$ cat src/rtl/ascon_pkg.sv
// Shared definitions for the serial Ascon wrapper stages: tag length,
// the deserializer state encoding and a constant-foldable clog2.
package ascon_pkg;

    localparam int ASCON_TAG_BITS = 128;

    typedef enum logic [1:0] {
        S_IDLE    = 2'd0,
        S_CAPTURE = 2'd1,
        S_DRAIN   = 2'd2,
        S_DONE    = 2'd3
    } state_t;

    function automatic int clog2(input int value);
        int result;
        int v;
        result = 0;
        v = value - 1;
        while (v > 0) begin
            result = result + 1;
            v = v >> 1;
        end
        return result;
    endfunction

endpackage

$ cat src/rtl/ascon_result_deserializer.sv
// Reassembles the LSB-first serial payload/tag lines of the Ascon wrapper into
// buffers and drains them as W-bit words (payload first, then tag) over valid/ready.
module ascon_result_deserializer
    import ascon_pkg::*;
#(
    parameter int Y = 200,
    parameter int T = ASCON_TAG_BITS,
    parameter int W = 32
) (
    input  logic         clk,
    input  logic         rst,
    input  logic         ready_si,
    input  logic         data_si,
    input  logic         tag_si,
    input  logic         clear,
    output logic         out_valid,
    input  logic         out_ready,
    output logic [W-1:0] out_data,
    output logic         out_is_tag,
    output logic         out_last,
    output logic         busy,
    output logic         done
);

    localparam int MAXB = (Y > T) ? Y : T;
    localparam int ND   = (Y + W - 1) / W;
    localparam int NT   = (T + W - 1) / W;
    localparam int NW   = ND + NT;
    localparam int BCW  = clog2(MAXB + 1);
    localparam int WCW  = clog2(NW + 1);
    localparam int DIW  = (clog2(Y) > 0) ? clog2(Y) : 1;
    localparam int TIW  = (clog2(T) > 0) ? clog2(T) : 1;

    localparam logic [BCW-1:0] BC_LAST = BCW'(MAXB - 1);
    localparam logic [BCW-1:0] Y_C     = BCW'(Y);
    localparam logic [BCW-1:0] T_C     = BCW'(T);
    localparam logic [WCW-1:0] ND_C    = WCW'(ND);
    localparam logic [WCW-1:0] LAST_C  = WCW'(NW - 1);

    state_t         state, state_nxt;
    logic           r1;
    logic           ready_prev;
    logic [BCW-1:0] bit_cnt, bit_cnt_nxt;
    logic [WCW-1:0] word_cnt, word_cnt_nxt;
    logic [Y-1:0]   data_buf, data_buf_nxt;
    logic [T-1:0]   tag_buf, tag_buf_nxt;
    logic [W-1:0]   out_data_nxt;
    logic           is_tag_nxt;
    logic           last_nxt;

    // Zero-pads each buffer to a whole number of words before selecting word k.
    function automatic logic [W-1:0] word_mux(input logic [WCW-1:0] k,
                                              input logic [Y-1:0]   dbuf,
                                              input logic [T-1:0]   tbuf);
        logic [ND*W-1:0] dpad;
        logic [NT*W-1:0] tpad;
        dpad = '0;
        tpad = '0;
        dpad[Y-1:0] = dbuf;
        tpad[T-1:0] = tbuf;
        if (k < ND_C) begin
            return dpad[int'(k)*W +: W];
        end
        return tpad[(int'(k) - ND)*W +: W];
    endfunction

    assign out_valid = (state == S_DRAIN);
    assign busy      = (state == S_CAPTURE) || (state == S_DRAIN);
    assign done      = (state == S_DONE);

    always_comb begin
        state_nxt    = state;
        bit_cnt_nxt  = bit_cnt;
        word_cnt_nxt = word_cnt;
        data_buf_nxt = data_buf;
        tag_buf_nxt  = tag_buf;
        out_data_nxt = out_data;
        is_tag_nxt   = out_is_tag;
        last_nxt     = out_last;

        if (clear) begin
            state_nxt    = S_IDLE;
            bit_cnt_nxt  = '0;
            word_cnt_nxt = '0;
        end else begin
            case (state)
                S_IDLE: begin
                    if (ready_si && !ready_prev) begin
                        state_nxt   = S_CAPTURE;
                        bit_cnt_nxt = '0;
                    end
                end
                S_CAPTURE: begin
                    if (r1) begin
                        if (bit_cnt < Y_C) data_buf_nxt[bit_cnt[DIW-1:0]] = data_si;
                        if (bit_cnt < T_C) tag_buf_nxt[bit_cnt[TIW-1:0]] = tag_si;
                        bit_cnt_nxt = bit_cnt + BCW'(1);
                        // Word 0 is muxed from the post-sample buffers so the final bit is included.
                        if (bit_cnt == BC_LAST) begin
                            state_nxt    = S_DRAIN;
                            word_cnt_nxt = '0;
                            out_data_nxt = word_mux('0, data_buf_nxt, tag_buf_nxt);
                            is_tag_nxt   = (ND == 0);
                            last_nxt     = (NW == 1);
                        end
                    end
                end
                S_DRAIN: begin
                    if (out_ready) begin
                        word_cnt_nxt = word_cnt + WCW'(1);
                        if (word_cnt == LAST_C) begin
                            state_nxt = S_DONE;
                        end else begin
                            out_data_nxt = word_mux(word_cnt_nxt, data_buf, tag_buf);
                            is_tag_nxt   = (word_cnt_nxt >= ND_C);
                            last_nxt     = (word_cnt_nxt == LAST_C);
                        end
                    end
                end
                default: begin
                end
            endcase
        end
    end

    // ready_prev tracks the line even in reset, so a level held high across reset is not an edge.
    always_ff @(posedge clk) begin
        ready_prev <= ready_si;
        if (rst) begin
            state      <= S_IDLE;
            r1         <= 1'b0;
            bit_cnt    <= '0;
            word_cnt   <= '0;
            out_data   <= '0;
            out_is_tag <= 1'b0;
            out_last   <= 1'b0;
        end else begin
            state      <= state_nxt;
            r1         <= ready_si;
            bit_cnt    <= bit_cnt_nxt;
            word_cnt   <= word_cnt_nxt;
            out_data   <= out_data_nxt;
            out_is_tag <= is_tag_nxt;
            out_last   <= last_nxt;
        end
    end

    always_ff @(posedge clk) begin
        data_buf <= data_buf_nxt;
        tag_buf  <= tag_buf_nxt;
    end

endmodule

$ cat config.mk
export PLATFORM = sky130hd
export DESIGN_NAME = ascon_result_deserializer
export DESIGN_NICKNAME = d
export VERILOG_FILES = /design/src/rtl/ascon_pkg.sv /design/src/rtl/ascon_result_deserializer.sv
export SDC_FILE = /design/constraint.sdc
export NUM_CORES = 1
export LEC_CHECK = 0
export ABC_AREA = 1
export CAP_MARGIN = 30
export CORE_MARGIN = 1
export CORE_UTILIZATION = 40
export DETAILED_ROUTE_END_ITERATION = 12
export GPL_ROUTABILITY_DRIVEN = 0
export SYNTH_ARGS = -nofsm -noshare
export SYNTH_HDL_FRONTEND = slang
export SYNTH_SLANG_ARGS = --single-unit
$ cat constraint.sdc
create_clock -name clk -period 3.3 [get_ports clk]
set_input_delay 0.825 -clock clk [delete_from_list [all_inputs] [get_ports clk]]
set_output_delay 0.825 -clock clk [all_outputs]
set_load 0.03 [all_outputs]
# Word-level counts from Yosys, hierarchy flattened
# Cells that the tools add are included.
# classes
n_mux,45
add_sub_neg,3
n_bitwise,1
eq_ne,12
n_shift,2
order_cmp,8
n_reduce_logical,17
# op_table
operator,count
2-to-1 mux 32 bit,8
variable part select 224 x 10 -> 32 bit,1
bitwise mux 200 bit,1
bitwise mux 128 bit,1
variable part select 128 x 10 -> 32 bit,1
one-hot mux 32 bit (2 select lines),1
2-to-1 mux 1 bit,17
"< comparator 8 bit, second input constant",2
2-to-1 mux 8 bit,2
one-hot mux 8 bit (2 select lines),1
2-to-1 mux 4 bit,3
AND reduction 4 bit,3
AND reduction 6 bit,2
2-to-1 mux 2 bit,5
"< comparator 8 x 9 -> 1 bit, second input constant",1
"adder 8 x 1 -> 8 bit, second input constant",1
demux 1 bit (select 8 bit),1
"equality test 4 bit, second input constant",2
"equality test 8 bit, second input constant",1
"greater-or-equal comparator 8 x 1 -> 1 bit, second input constant",1
"< comparator 7 x 8 -> 1 bit, second input constant",1
one-hot mux 4 bit (2 select lines),1
demux 1 bit (select 7 bit),1
"greater-or-equal comparator 7 x 1 -> 1 bit, second input constant",1
other kinds (19),29
# word_totals
ff_bits,378
elab_cells,99
output_inout_bits,37
input_bits,7

# Longest topological paths before layout
# depth
depth_word,11
depth_mapped,16
depth_no_buf,12

# Worst setup path after synthesis
# OpenSTA, ideal clock, no wires.
# synth_path
path_kind,in2reg
from,input port clear
to,"register tag_buf[0], enable pin"
n_path_buf,1
cell_stages,6
slack_ps,-114
arrival_time_ps,3115
t_required_ps,3000
setup_time_ps,300
cell_sequence,nor2_1 nand2_1 nor2_1 nand2_1 clkbuf_1 nor2_1
# synth_between
elab_chain_cells,2
# synth_rtl
element,line_no,text
start: declaration,ascon_result_deserializer.sv:15,"input logic clear,"
inverter 1 bit (no line),-,
AND reduction 4 bit (no line),-,
end signal: assignment,ascon_result_deserializer.sv:150,tag_buf <= tag_buf_nxt;
end: declaration,ascon_result_deserializer.sv:46,"logic [T-1:0] tag_buf, tag_buf_nxt;"
# No other way between the ends.
# A chain may end at the register's enable or synchronous reset.

# Final worst setup path
# layout_path
from,register state[0]
to,output port out_valid
# layout_between
elab_chain_cells,1
# layout_rtl
element,line_no,text
start: declaration,ascon_result_deserializer.sv:40,"state_t state, state_nxt;"
start signal: assignment,ascon_result_deserializer.sv:138,state <= state_nxt;
equality test 2 bit,ascon_result_deserializer.sv:67,assign out_valid = (state == S_DRAIN);
end: declaration,ascon_result_deserializer.sv:16,"output logic out_valid,"
# No other way between the ends.

==> results.md <==
- Status: finished clean
- Wire length per cell: 19.5 µm
- Wirelength, routed: 54100 µm
- DRC viols: 0
- Layout area overhead: 12.8%
- Worst Setup End Kind: output pin
- Clk pwr share: 0.476
- Crit Reg-Reg Endpoint: out_data[6]$_SDFFE_PP0P_
- R2r startpoint: word_cnt[0]$_SDFFE_PP0P_
- Final setup TNS: 0 ns
- Final Cycle Share: 0.912
- Mapped Nets: 2160
- Post-synthesis cell type count: 36
- Comb power frac: 0.022
- Mapped Area: 0.0183 mm²
- Die Area: 0.0466 mm²
- Root Driver: clkbuf_16
- VDD IR max: 356 µV
- Seq pwr share: 0.501
- First-pass GRT wire length: 81100 µm
- # clock sinks: 378
- Number of buffers added on ports: 43
- Clock latency on the worst-skew pair: 0.55 ns
- DP HPWL: 34000 µm
- Initial antenna violation count: 0
- # diodes: 0
- Commonest register cell after synthesis: edfxtp_1
- # rows: 77
- Hold bufs inserted after CTS: 0
- CTS buffer count: 41
- Overall routing resource usage: 0.231
- Initial DRC Count: 1529
- Final instance area: 0.0206 mm²
- Setup bufs post-CTS: 0
- Cell count after synthesis: 2141
- CP Data Required Time: 2.47 ns
- Io pins: 44
- Post-synth top area cell: edfxtp_1
- Layout cells sized above 1: 0.0666
- Net Sw Frac: 0.201
- Async set-or-reset flop fraction in the synthesized netlist: 0
- Via count: 14600
- Slew headroom: 0.317
- RSZ-0062 raised after global routing: no
- Maximum buffer depth of the clock tree: 3
- Top area cells in the synthesized netlist: edfxtp_1 (54%), nand2_1 (17%), nor2_1 (8.9%)
- Post-route ant nets: 0
- Worst Reg-to-Reg Cells: 10
- Largest net degree at the start of global routing: 129
- Slew Limit Fails: 0
- Sequential fraction of the synthesis area: 0.594
- Worst Path Class, Setup: reg2out
- P_int: 8.29 mW
- Worst hold path type: reg2reg
- Max H-tree Level: 2
- Worst slew pin tran: 1.02 ns
- Clock Skews: 0.0262 ns
- Vias per cell: 5.29
- # resized after CTS: 0
- Worst-path maximum fanout: 16
- Pwr Total: 10.4 mW
- Placed cells: 2694
- Hold path depth: 2
- Layout Cells excl Fill: 2770
- Post-synth EDFFs: 328
- Hold Violations, Final: 0
- Most frequent cell after synthesis: nand2_1
- Hold wc startpoint: out_data[8]$_SDFFE_PP0P_
- WHS: 0.465 ns
- Total of warnings raised by yosys: 0
- Post-synthesis register bit count: 378
- Starting Density: 0.410
- Leak: 7.75 nW
- Layout Nets: 2164
- Syn avg cell area: 8.54 µm²
- Vias in the first global route: 13500
- Crit path launch type: flip-flop
- Synth top area share: 0.539
- Max cap viols: 0
- Critical Path AT: 2.19 ns
- Post-DP Area: 0.0192 mm²
- CTS tree: built
- Die Height: 216 µm
- Fmax: 0.332 GHz
- Chip width: 216 µm
- Tmin final: 3.01 ns
- Most frequent cells after synthesis: nand2_1 (804), nor2_1 (433), edfxtp_1 (328), nand3_1 (122), inv_1 (108)
- GRT overflow: 0
- Final setup viols: 0
- R2r setup slk: 0.48 ns
- Filler instances: 4328
- Core Region: 0.0446 mm²
- Pwr dens: 503 mW/mm²
- Hold Path End: out_data[8]$_SDFFE_PP0P_
- Switching power of the nets: 2.09 mW
- Clk pin slew, worst setup/hold paths: 0.06 ns
- Total iterations of the first detailed-routing run: 7
## placed cells by master, fill, tap and decap left out, types with 3 or more instances in the layout
master and count:
nand2_1 804, nand4_1 26, edfxtp_1 328, ha_1 10, o21ai_0 18, clkinv_1 7, o21ai_1 11, nor2_4 6
clkdlybuf4s50_1 41, o21ai_2 10, dfxtp_1 49, nand3_1 122, nand2_4 3, clkbuf_8 5, buf_4 28, nor2_1 432
inv_2 9, bufinv_16 7, a21oi_1 54, a211oi_1 4, clkbuf_16 43, nor3_1 4, buf_16 3, inv_1 108
nand2_2 11, clkbuf_1 8, clkinv_2 5
## per-layer routing
metal  share of wire  vias to the layer above  track usage
li1                -                     6910            -
met1            0.42                     6993        0.308
met2            0.46                      611        0.362
met3           0.085                      129       0.0471
met4           0.041                        0        0.101
met5               0                        -            0
## registers in the layout, summed over array words and instances, names as in the netlist
| signal | count |
|---|---|
| out_is_tag | 1 |
| bit_cnt | 8 |
| word_cnt | 4 |
| state | 2 |
| out_last | 1 |
| tag_buf | 128 |
| r1 | 1 |
| ready_prev | 1 |
| data_buf | 200 |
| out_data | 32 |
## power groups by stage
| stage | logic (mW) | registers (mW) | clock network [mW] |
|---|---|---|---|
| 6_report | 0.231 | 5.21 | 4.95 |
| 5_1_grt | 0.249 | 5.20 | 5.18 |
| 4_1_cts | 0.228 | 5.21 | 4.99 |
| 3_5_place_dp | 0.227 | 5.31 | 0 |
| 3_3_place_gp | 0.224 | 5.31 | 0 |
| 2_1_floorplan | 0.0906 | 5.32 | 0 |
## how the worst max path moves through the flow
stage	startpoint	slack (ns)	endpoint	cells past startpoint
3_3_place_gp	clear	0.40	tag_buf[60]$_DFFE_PP_	6
4_1_cts	state[0]$_SDFFE_PP0P_	0.28	out_valid	3
6_report	state[0]$_SDFFE_PP0P_	0.29	out_valid	3
2_1_floorplan	clear	0.45	tag_buf[0]$_DFFE_PP_	6
3_5_place_dp	clear	0.36	tag_buf[44]$_DFFE_PP_	6
5_1_grt	state[0]$_SDFFE_PP0P_	0.20	out_valid	3
## stage by stage
step / worst slack (ns) / util
floorplan: 0.454 / -
finish: 0.290 / 0.462
detailed placement: 0.364 / 0.430
CTS: 0.278 / 0.462
global route: 0.198 / 0.462
global placement: 0.396 / 0.428
## worst max-delay path, cell delays in order (launching register included)
cell	delay [ns]
dfxtp_1	0.34
inv_1	0.12
ha_2	0.43
clkdlybuf4s50_1	0.74
## cell families after synthesis
| logic type | synth area share |
|---|---|
| simple gates | 0.310 |
| fa+ha+maj | 0.00821 |
| buf+inv | 0.0570 |
| compound gates | 0.0308 |
| flops | 0.594 |
## final cells by class
| type | instances | area [µm²] | share of cell area |
|---|---|---|---|
| Clock inverter | 20 | 272 | 0.0132 |
| Inverter | 119 | 449 | 0.0218 |
| Timing Repair Buffer | 75 | 743 | 0.0360 |
| Tap cell | 592 | 741 | 0.0359 |
| Clock buffer | 56 | 1170 | 0.0570 |
| Sequential cell | 378 | 10900 | 0.526 |
| Multi-Input combinational cell | 1530 | 6400 | 0.310 |
(Power assumes the default switching activity.)
